<file path="src/rtl/card_arb_pkg.sv">
// Shared types and default widths for the card-image RAM port arbiter.
package card_arb_pkg;

  typedef enum logic {
    IDLE  = 1'b0,
    BURST = 1'b1
  } arb_state_t;

  localparam int CARD_ADDR_W      = 14;
  localparam int CARD_DATA_W      = 3;
  localparam int CARD_BURST_CNT_W = 8;

endpackage

</file>
<file path="src/rtl/card_rr_pick.sv">
// Rotate-priority picker: first valid requester at or after start, wrapping N-1 -> 0.
module card_rr_pick #(
  parameter int N     = 3,
  parameter int IDX_W = $clog2(N)
) (
  input  logic [N-1:0]     valid,
  input  logic [IDX_W-1:0] start,
  output logic [N-1:0]     grant,
  output logic [IDX_W-1:0] idx,
  output logic             found
);

  function automatic int slot(input int s, input int k);
    return (s + k) % N;
  endfunction

  always_comb begin
    // NOTE: every output gets a default first, so no path can infer a latch.
    grant = '0;
    idx   = '0;
    found = 1'b0;
    // Walk from farthest to nearest so the slot closest to start wins.
    for (int k = N - 1; k >= 0; k--) begin
      if (valid[slot(int'(start), k)]) begin
        grant                       = '0;
        grant[slot(int'(start), k)] = 1'b1;
        idx                         = IDX_W'(slot(int'(start), k));
        found                       = 1'b1;
      end
    end
  end

endmodule

</file>
<file path="src/rtl/card_ram_port_arbiter.sv">
// Round-robin arbiter sharing RAM port A between NUM_REQ requesters, with bounded burst lock.
// Optional CARD_ARB_VGA_PRIO_EN: requester 0 gets strict priority and preempts bursts.
module card_ram_port_arbiter
  import card_arb_pkg::*;
#(
  parameter int NUM_REQ   = 3,
  parameter int ADDR_W    = CARD_ADDR_W,
  parameter int DATA_W    = CARD_DATA_W,
  parameter int MAX_BURST = 16
) (
  input  logic                      clock,
  input  logic                      reset_n,
  input  logic [NUM_REQ-1:0]        req_valid,
  input  logic [NUM_REQ-1:0]        req_lock,
  input  logic [NUM_REQ-1:0]        req_we,
  input  logic [NUM_REQ*ADDR_W-1:0] req_addr,
  input  logic [NUM_REQ*DATA_W-1:0] req_wdata,
  output logic [NUM_REQ-1:0]        req_ready,
  output logic [NUM_REQ-1:0]        rsp_valid,
  output logic [DATA_W-1:0]         rsp_data,
  output logic                      ram_we,
  output logic [ADDR_W-1:0]         ram_addr,
  output logic [DATA_W-1:0]         ram_wdata,
  input  logic [DATA_W-1:0]         ram_rdata
);

  localparam int IDX_W = $clog2(NUM_REQ);

`ifdef CARD_ARB_VGA_PRIO_EN
  localparam bit PRIO_EN = 1'b1;
`else
  localparam bit PRIO_EN = 1'b0;
`endif

  arb_state_t                  state;
  logic [IDX_W-1:0]            owner;
  logic [IDX_W-1:0]            rr_ptr;
  logic [CARD_BURST_CNT_W-1:0] burst_cnt;

  logic [NUM_REQ-1:0] pick_grant;
  logic [IDX_W-1:0]   pick_idx;
  logic               pick_found;

  logic [NUM_REQ-1:0] grant;
  logic [IDX_W-1:0]   gidx;
  logic               granted;
  logic               prio_hit;

  function automatic logic [IDX_W-1:0] next_idx(input logic [IDX_W-1:0] i);
    return (int'(i) == NUM_REQ - 1) ? '0 : i + 1'b1;
  endfunction

  card_rr_pick #(
    .N     (NUM_REQ),
    .IDX_W (IDX_W)
  ) u_pick (
    .valid (req_valid),
    .start (rr_ptr),
    .grant (pick_grant),
    .idx   (pick_idx),
    .found (pick_found)
  );

  always_comb begin
    grant    = '0;
    gidx     = '0;
    granted  = 1'b0;
    prio_hit = PRIO_EN && req_valid[0];
    if (prio_hit) begin
      grant[0] = 1'b1;
      granted  = 1'b1;
    end else if (state == BURST) begin
      if (req_valid[owner]) begin
        grant[owner] = 1'b1;
        gidx         = owner;
        granted      = 1'b1;
      end
    end else begin
      grant   = pick_grant;
      gidx    = pick_idx;
      granted = pick_found;
    end
  end

  assign req_ready = grant;
  assign ram_we    = granted && req_we[gidx];
  assign ram_addr  = granted ? req_addr[int'(gidx)*ADDR_W +: ADDR_W] : '0;
  assign ram_wdata = granted ? req_wdata[int'(gidx)*DATA_W +: DATA_W] : '0;
  assign rsp_data  = ram_rdata;

  always_ff @(posedge clock or negedge reset_n) begin
    if (!reset_n) begin
      state     <= IDLE;
      owner     <= '0;
      rr_ptr    <= '0;
      burst_cnt <= '0;
      rsp_valid <= '0;
    end else begin
      // NOTE: non-blocking assignments so every register samples pre-edge values.
      rsp_valid <= grant & ~req_we;
      if (prio_hit) begin
        // A priority grant never moves rr_ptr; it only cancels a running burst.
        state     <= IDLE;
        burst_cnt <= '0;
      end else begin
        case (state)
          IDLE: begin
            if (granted) begin
              rr_ptr <= next_idx(gidx);
              if (req_lock[gidx] && MAX_BURST > 1) begin
                state     <= BURST;
                owner     <= gidx;
                burst_cnt <= CARD_BURST_CNT_W'(1);
              end
            end
          end
          BURST: begin
            // Leave once this grant is the last one allowed or the owner lets go.
            if (!granted || !req_lock[owner] || int'(burst_cnt) + 1 >= MAX_BURST) begin
              state     <= IDLE;
              rr_ptr    <= next_idx(owner);
              burst_cnt <= '0;
            end else begin
              burst_cnt <= burst_cnt + 1'b1;
            end
          end
          default: state <= IDLE;
        endcase
      end
    end
  end

endmodule

</file>
<file path="config.mk">
export PLATFORM = sky130hd
export DESIGN_NAME = card_ram_port_arbiter
export DESIGN_NICKNAME = d
export VERILOG_FILES = /design/src/rtl/card_arb_pkg.sv /design/src/rtl/card_rr_pick.sv /design/src/rtl/card_ram_port_arbiter.sv
export SDC_FILE = /design/constraint.sdc
export NUM_CORES = 1
export LEC_CHECK = 0
export CAP_MARGIN = 15
export CORE_MARGIN = 1
export CORE_UTILIZATION = 38
export CTS_CLUSTER_SIZE = 40
export DETAILED_ROUTE_END_ITERATION = 8
export PLACE_DENSITY = 0.86
export SLEW_MARGIN = 20
export SYNTH_ARGS = -nofsm -noshare
export SYNTH_HDL_FRONTEND = slang
export SYNTH_SLANG_ARGS = --single-unit
</file>
<file path="constraint.sdc">
create_clock -name clock -period 3.05 [get_ports clock]
set_clock_uncertainty 0.05 [all_clocks]
set_input_delay 0.61 -clock clock [delete_from_list [all_inputs] [get_ports clock]]
set_output_delay 0.61 -clock clock [all_outputs]
set_load 0.02 [all_outputs]
</file>
==> results of run 1 <==
-- per-stage QoR --
step	worst slack [ns]	total power, mW	std cells
CTS	-0.03326	2.864	369
global route	-0.08620	3.423	375
global placement	-0.5944	2.554	358
detailed placement	-0.6081	2.600	358
finish	0.04033	3.219	375
floorplan	0.1929	1.565	199
-- layout make-up --
type / count / area, um^2 / share of cell area [%]
sequential: 16 / 400.4 / 13.11
inverter: 7 / 26.28 / 0.8607
tap: 50 / 62.56 / 2.049
clock buffer: 4 / 55.05 / 1.803
timing repair buffer: 138 / 1276 / 41.80
multi-input combinational: 160 / 1232 / 40.37
-- flip-flops by register name, indices dropped and copies added (netlist names) --
name	flops
rr_ptr	2
owner	2
burst_cnt	8
rsp_valid	3
state	1
-- path summary, 6_finish.rpt --
kind / startpoint / endpoint / cells past startpoint
max: rr_ptr[0] / ram_addr[4] / 12
min reg2reg: burst_cnt[7] / burst_cnt[7] / 1
min: burst_cnt[7] / burst_cnt[7] / 1
min in group asynchronous: reset_n / burst_cnt[3] / 1
max in group asynchronous: reset_n / burst_cnt[6] / 1
max reg2reg: rr_ptr[0] / owner[1] / 11
-- timing repair --
action	4_1_cts	5_1_grt
setup endpoints to repair	21	21
pin swaps	6	19
hold buffers	0	0
cloned	3	0
setup buffers	4	9
gates resized for setup	119	43
-- Yosys cell counts (2+ instances only) --
library cell / number / area, um^2
sky130_fd_sc_hd__a21oi_1: 25 / 125.1
sky130_fd_sc_hd__nor2b_1: 9 / 56.30
sky130_fd_sc_hd__nand2_1: 25 / 93.84
sky130_fd_sc_hd__nor2_2: 2 / 12.51
sky130_fd_sc_hd__nand3_1: 4 / 20.02
sky130_fd_sc_hd__nor3b_1: 5 / 37.54
sky130_fd_sc_hd__buf_4: 7 / 52.55
sky130_fd_sc_hd__ha_1: 6 / 75.07
sky130_fd_sc_hd__and2_1: 2 / 12.51
sky130_fd_sc_hd__clkbuf_1: 3 / 11.26
sky130_fd_sc_hd__mux2i_1: 6 / 60.06
sky130_fd_sc_hd__o21ai_0: 8 / 40.04
sky130_fd_sc_hd__nor3_1: 4 / 20.02
sky130_fd_sc_hd__buf_2: 6 / 30.03
sky130_fd_sc_hd__nor2_1: 10 / 37.54
sky130_fd_sc_hd__mux2_1: 2 / 22.52
sky130_fd_sc_hd__o31ai_1: 2 / 15.01
sky130_fd_sc_hd__a31oi_1: 2 / 12.51
sky130_fd_sc_hd__o211ai_1: 3 / 22.52
sky130_fd_sc_hd__or2_1: 2 / 12.51
sky130_fd_sc_hd__a2111oi_0: 2 / 17.52
sky130_fd_sc_hd__dfrtp_1: 16 / 400.4
sky130_fd_sc_hd__inv_1: 6 / 22.52
sky130_fd_sc_hd__a22oi_1: 17 / 127.6
-- cells by family after synthesis --
family                     synth area share [%]
AOI/OAI and AO/OA                         33.60
and+or+nand+nor                           21.87
buffers and inverters                     7.607
DFF                                       25.36
muxes                                     6.814
adders and majority gates                 4.754
-- report_power, final --
group | total (mW) | switching, mW | leakage [nW] | internal, mW
sequential | 0.330 | 0.0599 | 0.212 | 0.270
combinational | 2.70 | 1.36 | 1.09 | 1.33
clock | 0.194 | 0.0789 | 0.0288 | 0.115
-- per-layer routing --
metal	part of all wire [%]	GRT usage, %	vias to the layer above
met2	53	42.60	74
met1	42	33.13	985
li1	-	-	981
met3	4.2	5.822	11
met5	0	0	-
met4	1.2	7.447	0
==> impl_summary.txt, run 1 <==
----------------------------------------------------
[Clock network]
  Number of buffers created by CTS ... 3
  Count of H-tree levels built during CTS ... 1
  Max Buffers Root-to-Sink ... 2
  Skew-Pair Late Insertion Delay ... 0.26 ns
  Clock tree from TritonCTS ... yes
  Number of clock sinks seen by CTS ... 16
  Clock-pin slew of the registers on the worst-case setup and hold paths ... 0.07 ns
  Buffer type at the clock tree root ... sky130_fd_sc_hd__clkbuf_8

[Run status]
  Outcome ... finished clean

[Timing]
  Sum Neg Setup Slack ... 0 ns
  Clock period minus worst slack ... 3.010 ns
  Number of failing setup endpoints in the final timing report ... 0
  Final cycle utilization of the critical path ... 98.68%
  Worst Hold Margin ... 0.4885 ns
  Actual slew at the worst max-slew pin ... 0.7567 ns
  Count of final max-slew check failures ... 0
  Endpoints failing hold ... 0
  Setup repair after global routing missed its margin ... yes
  Peak Freq ... 332.3 MHz
  Max-slew headroom at the worst pin ... 49.39%

[Global routing]
  Wire length of the first global-routing pass ... 8.583 mm
  Overall Global Routing Usage ... 25.72%
  GRT overflow ... 0
  Maximum number of pins on one net before global-route repair ... 17
  Antenna violations before repair ... 0
  Number of global-route vias before repair ... 1874

[Critical path]
  Endpoint class of the critical path ... output port
  Highest cell delay on the worst timing path ... 0.40 ns
  CP Class ... reg -> out
  Critical Path AT ... 2.35 ns
  Worst-path maximum fanout ... 7
  Slowest library cell on the worst path ... sky130_fd_sc_hd__dfrtp_1
  Count of buffer and inverter cells on the critical path ... 5
  Data required, critical path ... 2.39 ns
  Cell repeated most along the worst path ... sky130_fd_sc_hd__buf_6
  Critical Path Start Type ... register
  Kind of cell adding the most delay to the critical path ... buffers and inverters
  Setup slack of the worst register-to-register path ... 0.48 ns
  Critical path cell sequence ... buf_6 -> ha_4 -> buf_6 -> o211ai_2 -> o311ai_4 -> o31ai_4 -> buf_4 -> nor2_4 -> buf_6 -> nand2_1 -> a21oi_2 -> buf_4

[Power and ir drop]
  Largest voltage drop on the vdd net ... 0.0006215 V
  Power Density ... 1055 mW/mm^2
  Static Leak ... 1.326 nW

[Finish]
  Most common cell after layout, fill and taps aside ... sky130_fd_sc_hd__clkdlybuf4s50_1
  Antenna diode count ... 0
  Fraction of layout instances using a drive strength above 1 ... 35.08%
  Cell area after layout ... 0.003053 mm^2
  Commonest non-fill, non-tap cells in the layout ... 61 x sky130_fd_sc_hd__clkdlybuf4s50_1, 53 x sky130_fd_sc_hd__buf_4, 25 x sky130_fd_sc_hd__nand2_1, 17 x sky130_fd_sc_hd__a21oi_1, 17 x sky130_fd_sc_hd__buf_6
  Area delta synth->final ... 93.34%
  Number of inserted filler cells in the final layout ... 272
  Net count, final ... 397
  End-of-flow core utilization ... 76.32%

[Synth]
  Post-synthesis cell type count ... 49
  Synth Instances ... 199
  Summed instance area of the synthesized netlist ... 0.001579 mm^2
  Fraction of synthesis flops using an asynchronous set or reset pin ... 100.0%
  Post-Synthesis Net Count ... 270
  #FFs+latches synth ... 16
  Syn. warnings ... 0
  Share of synthesized area occupied by flip-flops and latches ... 25.36%
  Number of flops mapped to enable cells by yosys ... 0
  Primary FF master, synth ... sky130_fd_sc_hd__dfrtp_1
  Synthesized area per cell ... 7.935 um^2

[Job]
  Count of max-cap constraint violations ... 0

[Detailed routing]
  Post-DR wirelength/cell ... 16.71 um
  First-pass DRT Iterations ... 4
  Detail-routed via count per cell ... 5.469
  Total Routed Length ... 6.268 mm
  Post-detailed-route DRC marker count ... 0
  Via Count ... 2051
  Antenna Violating Nets Remaining ... 0
  Detailed Route Iter0 Violations ... 135

[Place]
  Instance area after placement ... 0.002730 mm^2
  Detail Placement HPWL ... 4.265 mm
  Placer congestion estimate ... 0.8472
  Count of port buffers added during placement ... 85

[Worst hold path]
  HP Class ... reg -> reg

[Die]
  Initial core utilization ... 39.47%
  Placeable Area ... 0.004000 mm^2
  Y dimension of the die ... 66.46 um
  Floorplan row count ... 23
  Number of top-level pins ... 92
  Area of the die ... 0.004417 mm^2
  Die outline width ... 66.46 um

----------------------------------------------------
No activity file was read; power rests on OpenSTA's default activity.
==> inputs of run 2 (changes only) <==
Settings changed: CAP_MARGIN 15 to 20, CELL_PAD_IN_SITES_DETAIL_PLACEMENT from default to 0, CELL_PAD_IN_SITES_GLOBAL_PLACEMENT from default to 1, CORE_UTILIZATION 38 to 26.
==> impl_summary.txt, run 2 (synthesis gave the netlist of run 1 again) <==
----------------------------------------------------
[Power and ir drop]
  Power Density ... 1053 mW/mm^2
  Sequential share of power ... 9.9%
  Switching pwr ... 1.535 mW
  Proportion of total power due to net switching ... 45.62%
  Part of the total power dissipated in combinational logic ... 84.4%
  Largest voltage drop on the vdd net ... 0.0004948 V
  PnR Total Power ... 3.363 mW
  Clock network power share ... 5.7%
  Internal Power ... 1.829 mW
  Static Leak ... 1.357 nW

[Critical path]
  Critical path cell sequence ... inv_2 -> ha_4 -> buf_6 -> o311ai_4 -> o31ai_4 -> buf_12 -> nor2_4 -> clkbuf_16 -> nand2_2 -> a21oi_2 -> buf_6
  Data required, critical path ... 2.39 ns
  Endpoint class of the critical path ... output port
  Cell repeated most along the worst path ... sky130_fd_sc_hd__buf_6
  Critical Path Start Type ... register
  Slowest library cell on the worst path ... sky130_fd_sc_hd__dfrtp_2
  R2R Path End ... owner[0]
  Kind of cell adding the most delay to the critical path ... buffers and inverters
  Worst-path maximum fanout ... 8
  CP Class ... reg -> out
  R2r worst-path depth ... 11
  Highest cell delay on the worst timing path ... 0.41 ns
  Setup slack of the worst register-to-register path ... 0.36 ns
  Worst reg2reg path startpoint ... rr_ptr[0]
  Critical Path AT ... 2.38 ns
  Count of buffer and inverter cells on the critical path ... 5

[Worst hold path]
  Hold-critical path endpoint ... burst_cnt[5]
  Cells on Worst Hold Path ... 1
  HP Class ... reg -> reg
  Start point of the worst hold path ... burst_cnt[5]

[Timing]
  Count of final max-slew check failures ... 0
  Number of failing setup endpoints in the final timing report ... 0
  Max-slew headroom at the worst pin ... 49.24%
  Endpoints failing hold ... 0
  Setup repair after global routing missed its margin ... yes
  Worst Hold Margin ... 0.4855 ns
  Sum Neg Setup Slack ... 0 ns
  Actual slew at the worst max-slew pin ... 0.7590 ns
  Final cycle utilization of the critical path ... 99.83%
  Peak Freq ... 328.4 MHz
  Clock period minus worst slack ... 3.045 ns

[Clock network]
  Skew-Pair Late Insertion Delay ... 0.25 ns
  Clock-pin slew of the registers on the worst-case setup and hold paths ... 0.06 ns
  Number of buffers created by CTS ... 3
  Number of clock sinks seen by CTS ... 16
  Count of H-tree levels built during CTS ... 1
  Max Buffers Root-to-Sink ... 2
  Buffer type at the clock tree root ... sky130_fd_sc_hd__clkbuf_8
  Clock tree from TritonCTS ... yes

[Detailed routing]
  Detail-routed via count per cell ... 5.050
  First-pass DRT Iterations ... 4
  Detailed Route Iter0 Violations ... 113
  Via Count ... 2020
  Post-detailed-route DRC marker count ... 0
  Antenna Violating Nets Remaining ... 0
  Post-DR wirelength/cell ... 14.38 um
  Total Routed Length ... 5.753 mm

[Finish]
  Register with the highest flop count ... burst_cnt
  End-of-flow core utilization ... 54.27%
  Net count, final ... 397
  Most common cell after layout, fill and taps aside ... sky130_fd_sc_hd__clkdlybuf4s50_1
  Commonest non-fill, non-tap cells in the layout ... 61 x sky130_fd_sc_hd__clkdlybuf4s50_1, 49 x sky130_fd_sc_hd__buf_4, 16 x sky130_fd_sc_hd__nand2_1, 16 x sky130_fd_sc_hd__a22oi_1
  Largest register FFs ... 8
  Fraction of layout instances using a drive strength above 1 ... 38.77%
  Largest registers ... burst_cnt: 8 flops, rsp_valid: 3 flops
  Area delta synth->final ... 102.3%
  Antenna diode count ... 0

[Global routing]
  Wire length of the first global-routing pass ... 8.790 mm
  Number of global-route vias before repair ... 1863
  GRT overflow ... 0
  Overall Global Routing Usage ... 17.21%
  Maximum number of pins on one net before global-route repair ... 18
  Antenna violations before repair ... 0

[Die]
  Floorplan row count ... 28
  Y dimension of the die ... 79.93 um
  Die outline width ... 79.93 um
  Area of the die ... 0.006389 mm^2
  Initial core utilization ... 26.83%
  Placeable Area ... 0.005886 mm^2
  Number of top-level pins ... 92

[Place]
  Count of port buffers added during placement ... 85
  Detail Placement HPWL ... 4.058 mm
  Placer congestion estimate ... 0.7825

[Run status]
  Outcome ... finished clean

[Job]
  Count of max-cap constraint violations ... 0

----------------------------------------------------
[run 2: changes by cell type in the layout (fill, tap and decap cells not counted), sizes merged]
cell,delta
buf,-2
o21ai,+1
clkbuf,+1
[run 2: what timing repair did]
| action | in CTS | in global routing |
|---|---|---|
| endpoints found under the setup margin | 21 | 21 |
| pin swaps | 12 | 17 |
| gates cloned | 4 | 0 |
| gates resized for setup | 139 | 32 |
| setup buffers | 9 | 1 |
| hold buffers | 0 | 0 |
[run 2: worst reg2reg max path: cells and delay by family, from the launching register on]
kind / cells / cell delay (ns)
multiplexers: 2 / 0.52
AND/OR/NAND/NOR: 1 / 0.23
AO/OA/AOI/OAI: 2 / 0.40
buffers and inverters: 5 / 0.79
flip-flops: 1 / 0.41
adder cells (fa/ha/maj): 1 / 0.18
[run 2: how the worst max path moves through the flow]
| stage | from | to | slack [ns] | cells after the start |
|---|---|---|---|---|
| floorplan | rr_ptr[0] | ram_addr[10] | 0.19 | 8 |
| global placement | req_valid[1] | ram_we | -0.60 | 7 |
| detailed placement | req_valid[2] | req_ready[0] | -0.62 | 8 |
| CTS | rr_ptr[1] | ram_addr[6] | -0.03 | 10 |
| global route | rr_ptr[0] | ram_addr[4] | -0.09 | 11 |
| finish | rr_ptr[0] | ram_addr[2] | 0.005 | 11 |
[run 2: power groups by stage]
stage	sequential (mW)	clock, mW	combinational, mW
floorplan	0.333	0	1.23
global placement	0.330	0	2.27
detailed placement	0.335	0	2.28
CTS	0.333	0.197	2.66
global route	0.339	0.207	3.04
finish	0.332	0.191	2.84
[run 2: layout make-up]
class | instances | area (um^2)
fillers | 547 | 2691
repair buffers | 137 | 1338
multi-input cells | 161 | 1280
flip-flops and latches | 16 | 401.6
well taps | 75 | 93.84
clock buffers | 4 | 55.05
inverters | 7 | 26.28
[run 2: metrics by stage]
stage          worst slack [ns]  cell area [um^2]  std cells
4_1_cts                -0.02998              3090        399
5_1_grt                -0.09185              3194        400
2_1_floorplan            0.1929              1585        199
3_5_place_dp            -0.6175              2786        383
3_3_place_gp            -0.6036              2786        383
6_report               0.005055              3194        400
[run 2: per-layer routing]
layer | vias up | wire length [um] | track usage (%)
met5 | - | 0 | 0
met4 | 0 | 17 | 1.607
met3 | 2 | 250 | 3.314
met2 | 54 | 2933 | 28.89
met1 | 968 | 2551 | 23.48
li1 | 996 | - | -
